## src/rtl/sp_ram_rr_arbiter.sv

```systemverilog
// rtl/sp_ram_rr_arbiter.sv - round-robin req/gnt/rvalid arbiter sharing one single-port 64-bit RAM
module sp_ram_rr_arbiter #(
    parameter int NUM_PORTS  = 2,
    parameter int ADDR_WIDTH = 10,
    parameter int OUT_REGS   = 0
) (
    input  logic                            Clk_CI,
    input  logic                            Rst_RI,
    input  logic [NUM_PORTS-1:0]            Req_SI,
    input  logic [NUM_PORTS-1:0]            WrEn_SI,
    input  logic [NUM_PORTS*8-1:0]          BEn_SI,
    input  logic [NUM_PORTS*64-1:0]         WrData_DI,
    input  logic [NUM_PORTS*ADDR_WIDTH-1:0] Addr_DI,
    output logic [NUM_PORTS-1:0]            Gnt_SO,
    output logic [NUM_PORTS-1:0]            RValid_SO,
    output logic [63:0]                     RdData_DO,
    output logic                            RamCSel_SO,
    output logic                            RamWrEn_SO,
    output logic [7:0]                      RamBEn_SO,
    output logic [63:0]                     RamWrData_DO,
    output logic [ADDR_WIDTH-1:0]           RamAddr_DO,
    input  logic [63:0]                     RamRdData_DI
);

    localparam int RL    = 1 + OUT_REGS;
    localparam int IDX_W = (NUM_PORTS > 1) ? $clog2(NUM_PORTS) : 1;

    typedef logic [IDX_W-1:0] idx_t;

    idx_t            ptr_q, ptr_d;
    idx_t            win_idx;
    idx_t            cand;
    logic            win_found;
    logic            grant_vld;

    logic [RL-1:0]   vld_q, vld_d;
    idx_t [RL-1:0]   idx_q, idx_d;

    // Search upward from the pointer with wrap-around; the first requester wins.
    always_comb begin
        win_found = 1'b0;
        win_idx   = '0;
        cand      = '0;
        for (int i = 0; i < NUM_PORTS; i++) begin
            cand = idx_t'((int'(ptr_q) + i) % NUM_PORTS);
            if (!win_found && Req_SI[cand]) begin
                win_found = 1'b1;
                win_idx   = cand;
            end
        end
    end

    // Nothing is granted while reset is held, so the RAM never sees a stray access.
    assign grant_vld = win_found & ~Rst_RI;

    // One-hot grant and RAM-side mux from the winning port.
    always_comb begin
        Gnt_SO       = '0;
        RamWrEn_SO   = 1'b0;
        RamBEn_SO    = '0;
        RamWrData_DO = '0;
        RamAddr_DO   = '0;
        if (grant_vld) begin
            Gnt_SO[win_idx] = 1'b1;
        end
        for (int i = 0; i < NUM_PORTS; i++) begin
            if (idx_t'(i) == win_idx) begin
                RamWrEn_SO   = grant_vld & WrEn_SI[i];
                RamBEn_SO    = BEn_SI[i*8 +: 8];
                RamWrData_DO = WrData_DI[i*64 +: 64];
                RamAddr_DO   = Addr_DI[i*ADDR_WIDTH +: ADDR_WIDTH];
            end
        end
    end

    assign RamCSel_SO = grant_vld;
    assign RdData_DO  = RamRdData_DI;

    // Pointer moves to just past the winner; pipeline shifts in the new grant each cycle.
    always_comb begin
        ptr_d = ptr_q;
        if (grant_vld) begin
            ptr_d = (win_idx == idx_t'(NUM_PORTS - 1)) ? '0 : win_idx + idx_t'(1);
        end
        vld_d    = '0;
        idx_d    = '0;
        vld_d[0] = grant_vld;
        idx_d[0] = win_idx;
        for (int k = 1; k < RL; k++) begin
            vld_d[k] = vld_q[k-1];
            idx_d[k] = idx_q[k-1];
        end
    end

    // State registers; reset discards any in-flight responses.
    always_ff @(posedge Clk_CI or posedge Rst_RI) begin
        if (Rst_RI) begin
            ptr_q <= '0;
            vld_q <= '0;
            idx_q <= '0;
        end else begin
            ptr_q <= ptr_d;
            vld_q <= vld_d;
            idx_q <= idx_d;
        end
    end

    // Response valid decoded from the last pipeline stage, aligned with RAM read data.
    always_comb begin
        RValid_SO = '0;
        if (vld_q[RL-1] && !Rst_RI) begin
            RValid_SO[idx_q[RL-1]] = 1'b1;
        end
    end

    cfg_num_ports: assert property (@(posedge Clk_CI) (NUM_PORTS >= 2 && NUM_PORTS <= 8));
    gnt_onehot:    assert property (@(posedge Clk_CI) disable iff (Rst_RI) $onehot0(Gnt_SO));
    rvalid_onehot: assert property (@(posedge Clk_CI) disable iff (Rst_RI) $onehot0(RValid_SO));

endmodule
```

## config.mk

```make
export PLATFORM = sky130hd
export DESIGN_NAME = sp_ram_rr_arbiter
export DESIGN_NICKNAME = d
export VERILOG_FILES = /design/src/rtl/sp_ram_rr_arbiter.sv
export SDC_FILE = /design/constraint.sdc
export NUM_CORES = 1
export LEC_CHECK = 0
export BUFFER_PORTS_ARGS = -buffer_cell sky130_fd_sc_hd__buf_2
export CORE_AREA = 2 2 149 151
export DETAILED_ROUTE_END_ITERATION = 12
export DIE_AREA = 0 0 151 153
export PLACE_DENSITY = 0.37
export SETUP_SLACK_MARGIN = 0.1
export SYNTH_ARGS = -nofsm -noshare
export SYNTH_HDL_FRONTEND = slang
export SYNTH_SLANG_ARGS = --single-unit
```

## constraint.sdc

```tcl
create_clock -name Clk_CI -period 4.39 [get_ports Clk_CI]
set_input_delay 1.317 -clock Clk_CI [delete_from_list [all_inputs] [get_ports Clk_CI]]
set_output_delay 1.317 -clock Clk_CI [all_outputs]
set_load 0.02 [all_outputs]
```

Yosys cells after proc, flatten, opt, wreduce, memory -nomap -nowiden
Cells that the tools add are included.
{"block": "op_classes", "add_sub_neg": 2, "n_reduce_logical": 6, "magnitude_cmp": 6, "n_bitwise": 4, "mux": 19}
{"op": "64-bit two-way mux", "n": 1}
{"op": "1-bit two-way mux", "n": 12}
{"op": "10-bit two-way mux", "n": 1}
{"op": "1-bit by 2-bit less-than comparator with 1-bit output (second input constant)", "n": 4}
{"op": "8-bit two-way mux", "n": 1}
{"op": "1-bit logical AND", "n": 4}
{"op": "2-bit two-way mux", "n": 2}
{"op": "1-bit AND", "n": 3}
{"op": "1-bit adder (second input constant)", "n": 2}
{"op": "1-bit demux with 1-bit select", "n": 2}
{"op": "1-bit >= comparator (second input constant)", "n": 2}
{"op": "1-bit zero test", "n": 2}
{"op": "1-bit inverter", "n": 1}
{"block": "word_totals", "regBits": 3, "input_bits": 234, "output_inout_bits": 152}

Depth between registers and ports, before layout
Gate-level depths: netlist of the first run.
{"block": "depth", "depth_word": 11, "mapped_depth": 5, "mapped_depth_nobuf": 4}

Worst setup path before layout of the first run
OpenSTA, ideal clock, no wires.
{"block": "synth_path", "path_type": "input-to-output", "start": "input Req_SI[0]", "end": "output RamAddr_DO[0]", "cell_stages": 5, "n_path_buf": 2, "t_required_ns": 3.073, "arrival_time_ns": 2.111, "path_slack_ns": 0.962, "path_cell_list": "nand2b_1 nand2_1 buf_6 buf_6 mux2_4"}
{"block": "synth_between", "elab_chain_cells": 7}
{"element": "start: declaration", "line": "9", "rtl": "input logic [NUM_PORTS-1:0] Req_SI,"}
{"element": "1-bit two-way mux (implied by the code) (2 in series)", "line": "46", "rtl": "if (!win_found && Req_SI[cand]) begin"}
{"element": "1-bit two-way mux", "line": "46"}
{"element": "1-bit zero test", "line": "46"}
{"element": "1-bit logical AND", "line": "46"}
{"element": "1-bit two-way mux *", "line": "46"}
{"element": "10-bit two-way mux *", "line": "67", "rtl": "if (idx_t'(i) == win_idx) begin"}
{"element": "end: declaration", "line": "21", "rtl": "output logic [ADDR_WIDTH-1:0] RamAddr_DO,"}
Every way passes the cells marked *; elsewhere a longest branch is shown, timed or not. The select of a mux whose other input is x is not followed.

Worst setup path after layout of the first run
{"block": "layout_path", "start": "input Req_SI[0]", "end": "output RamWrData_DO[63]"}
{"block": "layout_between", "elab_chain_cells": 7}
{"element": "1-bit two-way mux (implied by the code) (2 in series)", "line": "46"}
{"element": "1-bit two-way mux", "line": "46"}
{"element": "1-bit zero test", "line": "46"}
{"element": "1-bit logical AND", "line": "46"}
{"element": "1-bit two-way mux *", "line": "46"}
{"element": "64-bit two-way mux *", "line": "67"}
{"element": "end: declaration", "line": "20", "rtl": "output logic [63:0] RamWrData_DO,"}
Marked as above.

==> results.md, run 1 <==
- Status: complete, no violations
- Max clock buf depth: 2
- HP Class: reg -> reg
- Fmax: 258 MHz
- Worst setup SP type: input port
- Worst-Margin Slew: 0.347 ns
- Final WL: 7410 um
- Seq/Total Area, Yosys: 4.03%
- Max-slew violations: 0
- RSZ-0062 raised after global routing: false
- Total negative slack: 0 ns
- Max cap viols: 0
- Post-CTS setup buffer count: 0
- Ant. Diodes: 0
- Ratio of final minimum period to clock period: 88.4%
- Post-route DRC: 0
- Die Y: 153 um
- Post-CTS sizing: 0
- Netlist cell types: 15
- R2r endpoint: idx_q$_DFF_PP0_
- Synth top area cells: mux2_4, buf_4, mux2_2
- Layout Nets: 598
- Die X: 151 um
- Hold depth: 1
- Worst skew pair latency: 0.24 ns
- Share of the synthesized area in the top cell type: 47.5%
- TritonCTS clock tree: done
- Hold-fix buffers, CTS: 0
- Crit path required time: 3.07 ns
- Via count: 1987
- Routed Antenna Nets: 0
- Worst vdd ir: 0.0000825 V
- Most frequent cells in the layout: buf_2, mux2_4, mux2_2
- Post-synth top area cell: mux2_4
- Initial Util: 8.67%
- Syn_nets: 406
- Yosys reg bits: 3
- CTS H-tree depth: 1
- Total die area: 23100 um^2
- Layout cell share with drive strength beyond 1: 95.3%
- Hold_sp: ptr_q$_DFFE_PP0P_
- Synth-to-Final Area Change: 64.5%
- Fill cells: 2470
- Clk slew on worst S/H paths: 0.04 ns
- Largest net degree at the start of global routing: 42
- Mapped cell area: 1860 um^2
- Min-Delay Endpoint: ptr_q$_DFFE_PP0P_
- Clk_skew: 0.0122 ns
- Post-layout min period: 3.88 ns
- R2R setup slack: 3.12 ns
- Max-slew headroom: 76.8%
- Syn avg cell area: 10.8 um^2
- Gr ovfl total: 0
- Vias/cell: 3.09
- Core Area: 21500 um^2
- Fin cells: 643
- HPWL Detailed: 6710 um
- Clock buffer count from CTS: 3
- Leakage: 0.00175 uW
- Row cnt: 54
- Critical R2R Launch: ptr_q$_DFFE_PP0P_
- Mapped Cells: 172
- Total track usage: 5.50%
- Crit. End Element: output port
- Synth warn: 0
- Crit path arrival time: 2.56 ns
- Worst Path Max Fanout: 41
- Fin util: 14.3%
- Critical path class: in -> out
- Placed cells: 639
- Top Ports: 386
- Final setup violation count: 0
- First-pass GRT wire length: 9450 um
- Clock Tree Root: clkbuf_16
- GPL Wtd Cong: 0.665
- Detailed Routing Iterations Pass 1: 4
- Power Dens Cells: 206 nW/um^2
- DR WL/cell: 11.5 um
- Clock sink total: 3
- Most common cell after layout, fill and taps aside: buf_2
- Antenna violations before repair: 2
- Reg2Reg Depth: 4
- Final Hold Vio Count: 0
- Vias in the first global route: 1782
- Port buffer count: 257
- 1st-iter DRT viols: 20
Yosys cell counts:
library cell,instances
buf_2,2
mux2_2,23
buf_4,64
buf_6,7
nor3b_1,1
a31oi_1,1
dfrtp_1,3
and3_1,2
nand2b_1,1
mux2_4,59
a32o_1,1
nand2_1,2
a21oi_1,1
inv_1,2
nor2_1,3
report_power, final:
part | internal, uW | switching [uW] | leakage, uW | total, uW
registers | 31.1 | 2.49 | 0.0000356 | 33.6
logic | 227 | 215 | 0.00168 | 441
clock network | 121 | 35.0 | 0.0000382 | 156
final cells by class:
type	instances	area (um^2)	share of cell area, %
Clock buffer	4	78.8	2.57
Inverter	2	7.51	0.245
Multi-Input combinational cell	94	1220	39.8
Sequential cell	3	75.1	2.45
Tap cell	280	350	11.4
Timing Repair Buffer	260	1330	43.5
per-layer routing:
| layer | wire length (um) | vias up | part of all wire, % | global-route usage (%) |
|---|---|---|---|---|
| met1 | 2460 | 834 | 33 | 5.40 |
| met4 | 178 | 0 | 2.4 | 2.18 |
| met5 | 0 | - | 0 | 0 |
| met2 | 3410 | 214 | 46 | 9.81 |
| met3 | 1350 | 25 | 18 | 2.72 |
| li1 | - | 914 | - | - |
sequential cells by signal (all words and copies together) (netlist names):
signal	flops
ptr_q	1
vld_q	1
idx_q	1
critical path, cell delays in order:
cell      delay [ns]
buf_2           0.11
nand2b_1        0.09
nand2_4         0.18
buf_12          0.29
mux2_2          0.37
buf_2           0.16
metrics by stage:
stage               power [uW]  setup slack, ns  cell area, um^2  hold WS [ns]
floorplan                  409            0.962             1860         0.463
global placement           484            0.496             2990         0.502
detailed placement         483            0.489             2990         0.496
CTS                        650            0.487             3060         0.502
global route               677            0.420             3060         0.532
finish                     631            0.509             3060         0.506
cells by family (layout without fill, tap and decap cells):
family,count (synthesis),in the layout,synth area share [%]
DFF,3,3,4.03
AOI/OAI and AO/OA,3,3,1.14
buffers and inverters,75,266,31.0
and+or+nand+nor,9,9,2.42
muxes,82,82,61.5
worst max-delay path by stage:
stage / startpoint / endpoint / depth (start not counted)
6_report: Req_SI[0] / RamWrData_DO[63] / 6
3_3_place_gp: Req_SI[0] / RamAddr_DO[9] / 6
3_5_place_dp: Req_SI[0] / RamWrData_DO[63] / 6
2_1_floorplan: Req_SI[0] / RamAddr_DO[0] / 5
4_1_cts: Req_SI[0] / RamWrData_DO[63] / 6
5_1_grt: Req_SI[0] / RamAddr_DO[9] / 6
Note: power is estimated with default switching activity, not from simulation.
==> run 2, diff against run 1 <==
--- a/config.mk
+++ b/config.mk
@@ -5,7 +5,7 @@
 export SDC_FILE = /design/constraint.sdc
 export NUM_CORES = 1
 export LEC_CHECK = 0
-export BUFFER_PORTS_ARGS = -buffer_cell sky130_fd_sc_hd__buf_2
+export BUFFER_PORTS_ARGS = -buffer_cell sky130_fd_sc_hd__buf_4
 export CORE_AREA = 2 2 149 151
 export DETAILED_ROUTE_END_ITERATION = 12
 export DIE_AREA = 0 0 151 153
==> results.md, run 2 (synthesis gave the netlist of run 1 again) <==
- Grt met1 use: 6.25% (+0.85 points)
- Biggest regs: idx_q (1), ptr_q (1), vld_q (1)
- DR WL/cell: 12.8 um (+11%)
- Worst setup SP type: input port
- Most common cell after layout, fill and taps aside: buf_4
- Ratio of final minimum period to clock period: 90.8% (+2.4 points)
- Layout Nets: 600 (+0.33%)
- Total power: 723 uW (+15%)
- Clock power share: 21.0% (-3.7 points)
- Clock buffer count from CTS: 3 (unchanged)
- Worst stage delay on the critical path: 0.37 ns (about the same)
- Initial Util: 8.67% (unchanged)
- Largest net degree at the start of global routing: 25 (-40%)
- Pre-CTS setup slack: 0.353 ns (-0.135 ns)
- Placed cells: 641 (+0.31%)
- Vias in the first global route: 2151 (+21%)
- Power Dens Cells: 194 nW/um^2 (-5.6%)
- Row cnt: 54 (unchanged)
- Max-slew violations: 0 (unchanged)
- Layout cell share with drive strength beyond 1: 95.3% (about the same)
- Max cap viols: 0 (unchanged)
- Internal power: 465 uW (+23%)
- Global route hottest layer: met2
- Crit path required time: 3.07 ns (about the same)
- CP max-delay cell: nand2_4
- Register area: 75.1 um^2 (unchanged)
- Cell mode on critical path: buf_4
- HP Class: reg -> reg
- TritonCTS clock tree: done
- HPWL Detailed: 7320 um (+9.1%)
- Final WL: 8240 um (+11%)
- Hold depth: 1 (unchanged)
- Clock sink total: 3 (unchanged)
- Reg2Reg Depth: 3 (-1)
- Total die area: 23100 um^2 (unchanged)
- R2r endpoint: idx_q$_DFF_PP0_
- Clk slew on worst S/H paths: 0.04 ns (about the same)
- Fill cells: 2426 (-1.8%)
- Worst-Margin Slew: 0.472 ns (+0.125 ns)
- Synth-to-Final Area Change: 99.8%
- Min-Delay Endpoint: ptr_q$_DFFE_PP0P_
- Detailed Routing Iterations Pass 1: 3 (-1)
- Post-CTS setup buffer count: 0 (unchanged)
- CTS H-tree depth: 1 (unchanged)
- Post-layout min period: 3.99 ns (+0.107 ns)
- Clk_skew: 0.00849 ns (-0.00372 ns)
- Gr ovfl total: 0 (unchanged)
- Post-CTS sizing: 0 (unchanged)
- Clock Tree Root: clkbuf_16
- Final Hold Vio Count: 0 (unchanged)
- Total track usage: 6.25% (+0.75 points)
- Crit-path cells: buf_4 > nand2b_1 > nand2_4 > buf_12 > mux2_4 > buf_4
- Psw: 258 uW (+2.3%)
- Antenna violations before repair: 0 (-2)
- RSZ-0062 raised after global routing: false
- Crit. End Element: output port
- Max-slew headroom: 68.5% (-8.3 points)
- Worst path bufs/invs: 3 (unchanged)
- Post-route DRC: 0 (unchanged)
- Worst Path Max Fanout: 24 (-41%)
- Total negative slack: 0 ns (unchanged)
- Fin cells: 645 (+0.31%)
- Met2 Usage GRT: 11.6% (+1.8 points)
- Final setup violation count: 0 (unchanged)
- GPL Wtd Cong: 0.672 (+1.0%)
- Die X: 151 um (unchanged)
- Fmax: 251 MHz (-2.7%)
- M3 GR Usage: 2.75% (+0.030 points)
- Top Ports: 386 (unchanged)
- Port buffer count: 257 (unchanged)
- Area of the multi-input gates: 1220 um^2 (unchanged)
- Comb pwr share: 74.4% (+4.4 points)
- Switching portion of total power: 35.7% (-4.3 points)
- Ant. Diodes: 0 (unchanged)
- Vias/cell: 3.18 (+2.9%)
- Via count: 2051 (+3.2%)
- Routed Antenna Nets: 0 (unchanged)
- Worst vdd ir: 0.0000770 V (-6.7%)
- Leakage: 0.00198 uW (+13%)
- Final critical-path setup slack: 0.403 ns (-0.107 ns)
- Critical path class: in -> out
- R2R setup slack: 3.05 ns (-0.07 ns)
- Hold_sp: ptr_q$_DFFE_PP0P_
- Crit path arrival time: 2.67 ns (+0.11 ns)
- Critical R2R Launch: ptr_q$_DFFE_PP0P_
- 1st-iter DRT viols: 27 (+35%)
- Most frequent cells in the layout: buf_4, mux2_4, mux2_2
- Family with the most delay on the worst path: buffers and inverters
- Worst skew pair latency: 0.23 ns (about the same)
- Max clock buf depth: 2 (unchanged)
- Die Y: 153 um (unchanged)
- Hold-fix buffers, CTS: 0 (unchanged)
- Core Area: 21500 um^2 (unchanged)
- Sequential fraction of design power: 4.6% (-0.7 points)
- Status: complete, no violations
- First-pass GRT wire length: 11200 um (+18%)
## run 2: cell count changes in the layout (fill, tap and decap cells not counted), sizes merged
cell  change
buf       +2
## run 2: metrics by stage
stage | utilization [%] | cell area [um^2] | hold WS, ns
floorplan | - | 1860 | 0.463
global placement | 17.0 | 3640 | 0.493
detailed placement | 17.0 | 3640 | 0.494
CTS | 17.3 | 3720 | 0.505
global route | 17.3 | 3720 | 0.535
finish | 17.3 | 3720 | 0.510
## run 2: power groups by stage
stage	Sequential, uW	Clock (uW)	Combinational (uW)
6_report	33.5	152	538
5_1_grt	33.9	160	571
4_1_cts	33.4	158	548
3_5_place_dp	33.6	0	547
3_3_place_gp	33.7	0	544
2_1_floorplan	33.1	0	376
## run 2: layer usage
layer	routed length [um]	share of wire [%]	vias up
met5	0	0	-
met4	149	1.8	0
li1	-	-	919
met2	3930	48	207
met3	1340	16	22
met1	2830	34	903
## run 2: worst max path at each step
stage                   start          endpoint  cells past startpoint
global route        Req_SI[0]  RamWrData_DO[61]                      6
CTS                 Req_SI[0]      RamBEn_SO[4]                      6
detailed placement  Req_SI[0]      RamBEn_SO[4]                      6
global placement    Req_SI[0]  RamWrData_DO[61]                      6
floorplan           Req_SI[0]     RamAddr_DO[0]                      5
finish              Req_SI[0]  RamWrData_DO[37]                      6
## run 2: final cells by class
cell class | count | area share, %
multi-input combinational | 94 | 32.7
timing repair buffer | 262 | 53.5
inverter | 2 | 0.202
tap | 280 | 9.41
sequential | 3 | 2.02
clock buffer | 4 | 2.12
